**src/rtl/pc_update_ctrl.sv**
```systemverilog
// Multicycle PC-update sequencer: retires one PC-update request per instruction,
// driving the PC source mux and PC write enable (1 cycle for SEQ/JUMP/JR, 2 for branches).
module pc_update_ctrl (
  input  logic        clk,
  input  logic        reset,
  input  logic        req_valid,
  input  logic [2:0]  req_kind,
  input  logic [1:0]  br_cond,
  input  logic        zero,
  input  logic        gt,
  output logic        req_ready,
  output logic [2:0]  pc_source,
  output logic        pc_write,
  output logic        alu_calc,
  output logic        done,
  output logic        taken,
  output logic [15:0] taken_count
);

  typedef enum logic [1:0] {S_IDLE, S_WRITE, S_CALC, S_EVAL} state_t;

  localparam logic [2:0] K_SEQ    = 3'b000;
  localparam logic [2:0] K_JUMP   = 3'b001;
  localparam logic [2:0] K_JR     = 3'b010;
  localparam logic [2:0] K_BRANCH = 3'b011;

  localparam logic [2:0] SRC_PC4    = 3'b000;
  localparam logic [2:0] SRC_ALUOUT = 3'b010;
  localparam logic [2:0] SRC_JUMP   = 3'b011;

  state_t      r_state;
  state_t      w_state_nxt;
  logic [2:0]  r_kind;
  logic [1:0]  r_cond;
  logic [15:0] r_taken_count;
  logic        w_accept;
  logic        w_cond;

  assign w_accept    = req_valid & req_ready;
  assign taken_count = r_taken_count;

  // State register
  always_ff @(posedge clk) begin
    if (!reset) r_state <= S_IDLE;
    else        r_state <= w_state_nxt;
  end

  // Request latch: data only, a stale value is never decoded outside WRITE/EVAL
  always_ff @(posedge clk) begin
    if (w_accept) begin
      r_kind <= req_kind;
      r_cond <= br_cond;
    end
  end

  always_ff @(posedge clk) begin
    if (!reset)
      r_taken_count <= 16'h0000;
    else if (r_state == S_EVAL && w_cond && r_taken_count != 16'hFFFF)
      r_taken_count <= r_taken_count + 16'h0001;
  end

  // Next-state logic
  always_comb begin
    w_state_nxt = r_state;
    case (r_state)
      S_IDLE:  if (w_accept) w_state_nxt = (req_kind == K_BRANCH) ? S_CALC : S_WRITE;
      S_WRITE: w_state_nxt = S_IDLE;
      S_CALC:  w_state_nxt = S_EVAL;
      S_EVAL:  w_state_nxt = S_IDLE;
      default: w_state_nxt = S_IDLE;
    endcase
  end

  always_comb begin
    case (r_cond)
      2'b00:   w_cond = zero;
      2'b01:   w_cond = ~zero;
      2'b10:   w_cond = gt;
      default: w_cond = ~gt;
    endcase
  end

  // Output decode; an asserted reset suppresses every strobe in that same cycle
  always_comb begin
    req_ready = 1'b0;
    pc_source = SRC_PC4;
    pc_write  = 1'b0;
    alu_calc  = 1'b0;
    done      = 1'b0;
    taken     = 1'b0;
    if (reset) begin
      case (r_state)
        S_IDLE:  req_ready = 1'b1;
        S_WRITE: begin
          done = 1'b1;
          case (r_kind)
            K_SEQ:   pc_write = 1'b1;
            K_JUMP:  begin pc_write = 1'b1; pc_source = SRC_JUMP;   taken = 1'b1; end
            K_JR:    begin pc_write = 1'b1; pc_source = SRC_ALUOUT; taken = 1'b1; end
            default: ;
          endcase
        end
        S_CALC:  alu_calc = 1'b1;
        S_EVAL:  begin
          done      = 1'b1;
          taken     = w_cond;
          pc_write  = w_cond;
          pc_source = w_cond ? SRC_ALUOUT : SRC_PC4;
        end
        default: ;
      endcase
    end
  end

endmodule

```
**config.mk**
```make
export PLATFORM = sky130hd
export DESIGN_NAME = pc_update_ctrl
export DESIGN_NICKNAME = d
export VERILOG_FILES = /design/src/rtl/pc_update_ctrl.sv
export SDC_FILE = /design/constraint.sdc
export NUM_CORES = 1
export LEC_CHECK = 0
export CAP_MARGIN = 20
export CELL_PAD_IN_SITES_DETAIL_PLACEMENT = 0
export CELL_PAD_IN_SITES_GLOBAL_PLACEMENT = 2
export CORE_MARGIN = 8
export CORE_UTILIZATION = 30
export CTS_CLUSTER_DIAMETER = 50
export DETAILED_ROUTE_END_ITERATION = 10
export PLACE_DENSITY = 0.94
export SYNTH_ARGS = -nofsm -noshare
export SYNTH_HDL_FRONTEND = slang
export SYNTH_SLANG_ARGS = --single-unit
```
**constraint.sdc**
```tcl
create_clock -name clk -period 4.5 [get_ports clk]
set_clock_uncertainty 0.1 [all_clocks]
set_input_delay 1.35 -clock clk [delete_from_list [all_inputs] [get_ports clk]]
set_output_delay 1.35 -clock clk [all_outputs]
set_load 0.01 [all_outputs]
```
After elaboration in Yosys (flattened, before gate mapping):

Cells that the tools add are included.

* bitwise gates (word level): 3
* equal/unequal tests: 10
* add/subtract/negate cells: 1
* reductions and logical operators: 8
* mux-type cells: 20

Operator list (count)
* 16-bit by 1-bit adder with 16-bit output (second input constant): 1
* 16-bit inequality test (second input constant): 1
* 1-bit two-way mux: 10
* 2-bit two-way mux: 4
* 2-bit one-hot mux with 2 select lines: 2
* 2-bit equality test (second input constant): 3
* 3-bit by 2-bit equality test with 1-bit output (second input constant): 2
* 2-bit one-hot mux with 3 select lines: 1
* 2-bit by 1-bit equality test with 1-bit output (second input constant): 2
* 2-bit logical NOT: 2
* 1-bit one-hot mux with 2 select lines: 2
* 2-bit OR reduction: 2
* 3-bit by 1-bit equality test with 1-bit output (second input constant): 1
* 3-bit logical NOT: 1
* 1-bit one-hot mux with 3 select lines: 1
* 3-bit OR reduction: 1
* 1-bit logical AND: 2
* 2-bit inequality test (second input constant): 1
* 1-bit inverter: 2
* 1-bit bitwise AND: 1

* bits in registers: 23

Longest topological paths before layout:

* depth after elaboration: 6
* depth in mapped cells: 6

Least setup slack after synthesis:

OpenSTA, ideal clock, no wires.

* kind: input to output
* start: input gt
* end: output pc_source[1]
* data required time: 3.050 ns
* setup slack: 0.560 ns
* data arrival time: 2.490 ns
* buffers on the path: 2
* cell stages on the path: 5
* path through: mux2i_2 -> mux2i_1 -> buf_2 -> a211oi_1 -> buf_4

* cells in the longest elaborated chain, start to end: 5

Ends and longest elaborated chain
* start, declared: RTL line 10 `input logic gt,`
* 1-bit inverter: RTL line 80 `default: w_cond = ~gt;`
* 1-bit one-hot mux with 3 select lines (*): RTL line 76 `case (r_cond)`
* 2-bit two-way mux (*): RTL line 109 `pc_source = w_cond ? SRC_ALUOUT : SRC_PC4;`
* 2-bit one-hot mux with 2 select lines (*): RTL line 93 `case (r_state)`
* 2-bit two-way mux (*): RTL line 92 `if (reset) begin`
* end, declared: RTL line 12 `output logic [2:0] pc_source,`

Every way passes the cells marked *; elsewhere a longest branch is shown, timed or not.

Worst setup path in the final report:

* start: input zero
* end: output taken

* cells in the longest elaborated chain, start to end: 4

Ends and longest elaborated chain
* start, declared: RTL line 9 `input logic zero,`
* 1-bit inverter: RTL line 78 `2'b01: w_cond = ~zero;`
* 1-bit one-hot mux with 3 select lines (*): RTL line 76
* 1-bit one-hot mux with 2 select lines (*): RTL line 93
* 1-bit two-way mux (*): RTL line 92
* end, declared: RTL line 16 `output logic taken,`

Marks and branches as above.

==> impl_metrics.py <==
metrics = {
    "run_status": {
        "outcome": "finished clean",
    },
    "power": {
        "total_power_uw": 377.7,
        "vdd_ir_drop_max_uv": 113.6,
        "power_leakage_nw": 0.5832,
        "powerDensity_mw_per_mm2": 223.1,
    },
    "logic_synthesis": {
        "syn_avg_cell_area_um2": 8.996,
        "yosysTopAreaCell": "dfxtp_1",
        "synth_top_area_share": 0.2821,
        "syn-cell-area_mm2": 0.001277,
        "synth_seq_cells": 23,
        "async_flop_share": 0,
        "synth_cells": 142,
        "synth.net_count": 153,
        "synth-edff-count": 5,
        "ys_warn_count": 0,
        "yosys_most_used_dff": "dfxtp_1",
        "synth_seq_area_share": 0.3996,
        "yosysUniqueCellTypes": 38,
        "ys_top_cells_by_area": "dfxtp_1 (28%), edfxtp_1 (12%), mux2i_1 (6.3%), nand2b_1 (4.9%), nand2_1 (4.1%)",
    },
    "detailed_routing": {
        "drc": 0,
        "routedWlPerCell_um": 14.37,
        "vias_per_cell": 5.210,
        "vias": 1167,
        "dr.pass1.iters": 4,
        "final_antenna_net_count": 0,
        "first_iter_violations": 49,
        "totalWireLength_mm": 3.218,
    },
    "global_route": {
        "grt_max_degree": 24,
        "track_usage": 0.1012,
        "grt_pass1_wl_mm": 5.244,
        "grt_pass1_vias": 1092,
        "antenna_found_initial": 0,
        "gr-total-overflow": 0,
    },
    "critical_path": {
        "crit_required_ps": 3050,
        "r2r_slack_ps": 2270,
        "criticalPathCategory": "input pin to primary output",
        "worst-path-max-fanout": 2,
        "crit_arrival_ps": 2860,
        "rr_startpoint": "taken_count[12]",
        "cp-start-kind": "input pin",
        "reg2reg_depth": 4,
        "r2r_end": "taken_count[13]",
        "crit_path_end_kind": "primary output",
    },
    "die": {
        "dieArea_mm2": 0.006602,
        "die_w_um": 81.26,
        "core-area_mm2": 0.004058,
        "die_y_um": 81.26,
        "io_pins": 34,
        "rows": 23,
        "start_util": 0.3148,
    },
    "hold_path": {
        "hold_class": "flip-flop to flip-flop",
        "worstHoldStart": "taken_count[15]",
        "worstHoldEndpoint": "taken_count[15]",
        "holdPathStages": 2,
    },
    "cells_and_area": {
        "antennaDiodeCount": 0,
        "fill_cells": 407,
        "regArea_um2": 510.5,
        "drive_gt1_frac": 0.09195,
        "multi_input_area_um2": 696.9,
        "area_delta_synth_final_pct": 32.52,
        "finalNetCount": 186,
        "stdcell_count": 224,
        "post-route-cell-area_mm2": 0.001693,
    },
    "placed_design": {
        "gp_congestion": 0.7572,
        "dpl.hpwl_mm": 2.386,
        "postPlaceCellArea_mm2": 0.001647,
        "port_buffers": 32,
        "place_inst": 220,
    },
    "sta": {
        "setup-tns-final_ps": 0,
        "hold_viol": 0,
        "fin_crit_sh": 0.9568,
        "slew_viol_final": 0,
        "fmax_mhz": 232.3,
        "rsz0062_at_grt": "no",
        "worst-slew-pin-transition_ps": 1002,
        "fin_crit_ps": 4305,
        "finalSetupViolations": 0,
        "whs_ps": 393.6,
        "maxSlewHeadroom": 0.3264,
    },
    "clock_network": {
        "insertion_delay_ps": 270,
        "cts_num_sinks": 23,
        "cts_setup_buffers": 0,
        "cts_buffers": 3,
        "cts_tree": "done",
        "clock-root-buffer": "clkbuf_8",
        "clk_pin_slew_worst_paths_ps": 90,
        "cts_max_level": 1,
        "cts_buffer_depth": 2,
    },
    "job": {
        "cap_violations": 0,
    },
}
cells in the final DEF, fill, tap and decap left out, types with 3 or more instances in the layout:
cell type,instances
clkdlybuf4s50_1,29
nor4_1,5
a21oi_1,8
nand3_1,6
or4_1,3
and3_1,4
buf_4,5
edfxtp_1,5
mux2i_1,8
o21ai_0,4
clkbuf_8,3
o31ai_1,3
nand2_1,14
o311ai_0,3
o41ai_1,3
nand2b_1,10
and2_1,3
dfxtp_1,18
nand4_1,5
inv_1,5
nor2_1,8
worst max-delay path by stage:
stage | startpoint | end
after floorplan | gt | pc_source[1]
after global placement | zero | taken
after detailed placement | zero | pc_source[1]
after CTS | zero | pc_write
after global routing | gt | taken
final | zero | taken
synthesized netlist by cell type (2+ instances only):
cell,number
buf_2,2
and3_1,4
nand2b_1,10
edfxtp_1,5
and2_1,3
nor2_1,8
o21ai_0,4
o311ai_0,3
a21oi_1,8
o31ai_1,3
and4_1,2
or4_1,3
buf_4,2
inv_1,5
nor4_2,2
nand2_1,14
nand3_1,6
nand4_1,5
mux2i_1,8
nor4_1,5
clkbuf_1,3
nor4b_2,2
o41ai_1,3
dfxtp_1,18
layer usage:
| metal | GRT usage | share of wire |
|---|---|---|
| met5 | 0 | 0 |
| met1 | 0.1210 | 0.45 |
| met2 | 0.1644 | 0.48 |
| met3 | 0.02759 | 0.047 |
| met4 | 0.04821 | 0.019 |
flip-flops by register name (all words and copies together) (netlist names):
name / count
r_kind: 3
taken_count: 16
r_cond: 2
r_state: 2
where the power goes:
group          switching, mW  leakage [nW]  internal [mW]
logic                 0.0142         0.366         0.0165
registers            0.00193         0.192          0.214
clock network         0.0693        0.0255         0.0619
worst max-delay path, cell delays in order:
cell and delay (ps):
clkdlybuf4s50_1 410, mux2i_2 170, mux2_2 360, nor2_1 160, a211oi_1 80, dlygate4sd2_1 310
final cells by class:
class | count | area share
multi-input combinational | 105 | 0.4117
inverter | 5 | 0.01109
tap | 50 | 0.03695
clock buffer | 3 | 0.02439
sequential | 23 | 0.3016
timing repair buffer | 37 | 0.2114
clock inverter | 1 | 0.002956
metrics by stage:
step           worst slack [ps]  utilization
2_1_floorplan             560.4            -
3_3_place_gp              25.71       0.4058
3_5_place_dp             -37.28       0.4058
4_1_cts                   50.54       0.4166
5_1_grt                   158.7       0.4172
6_report                  194.5       0.4172
cell families (layout without fill, tap and decap cells):
| kind of cell | after synthesis | count (layout) | share of synthesized area |
|---|---|---|---|
| compound gates | 24 | 24 | 0.1273 |
| buf+inv | 14 | 46 | 0.05484 |
| simple gates | 69 | 69 | 0.3232 |
| fa+ha+maj | 1 | 1 | 0.009793 |
| mux | 10 | 10 | 0.08227 |
| other cells | 1 | 1 | 0.002935 |
| flops | 23 | 23 | 0.3996 |
timing repair:
| action | 4_1_cts | 5_1_grt |
|---|---|---|
| hold buffers | 0 | 0 |
| hold endpoints to repair | 0 | 0 |
| setup endpoints to repair | 2 | 1 |
| gates resized for setup | 2 | 1 |
No activity file was read; power rests on OpenSTA's default activity.
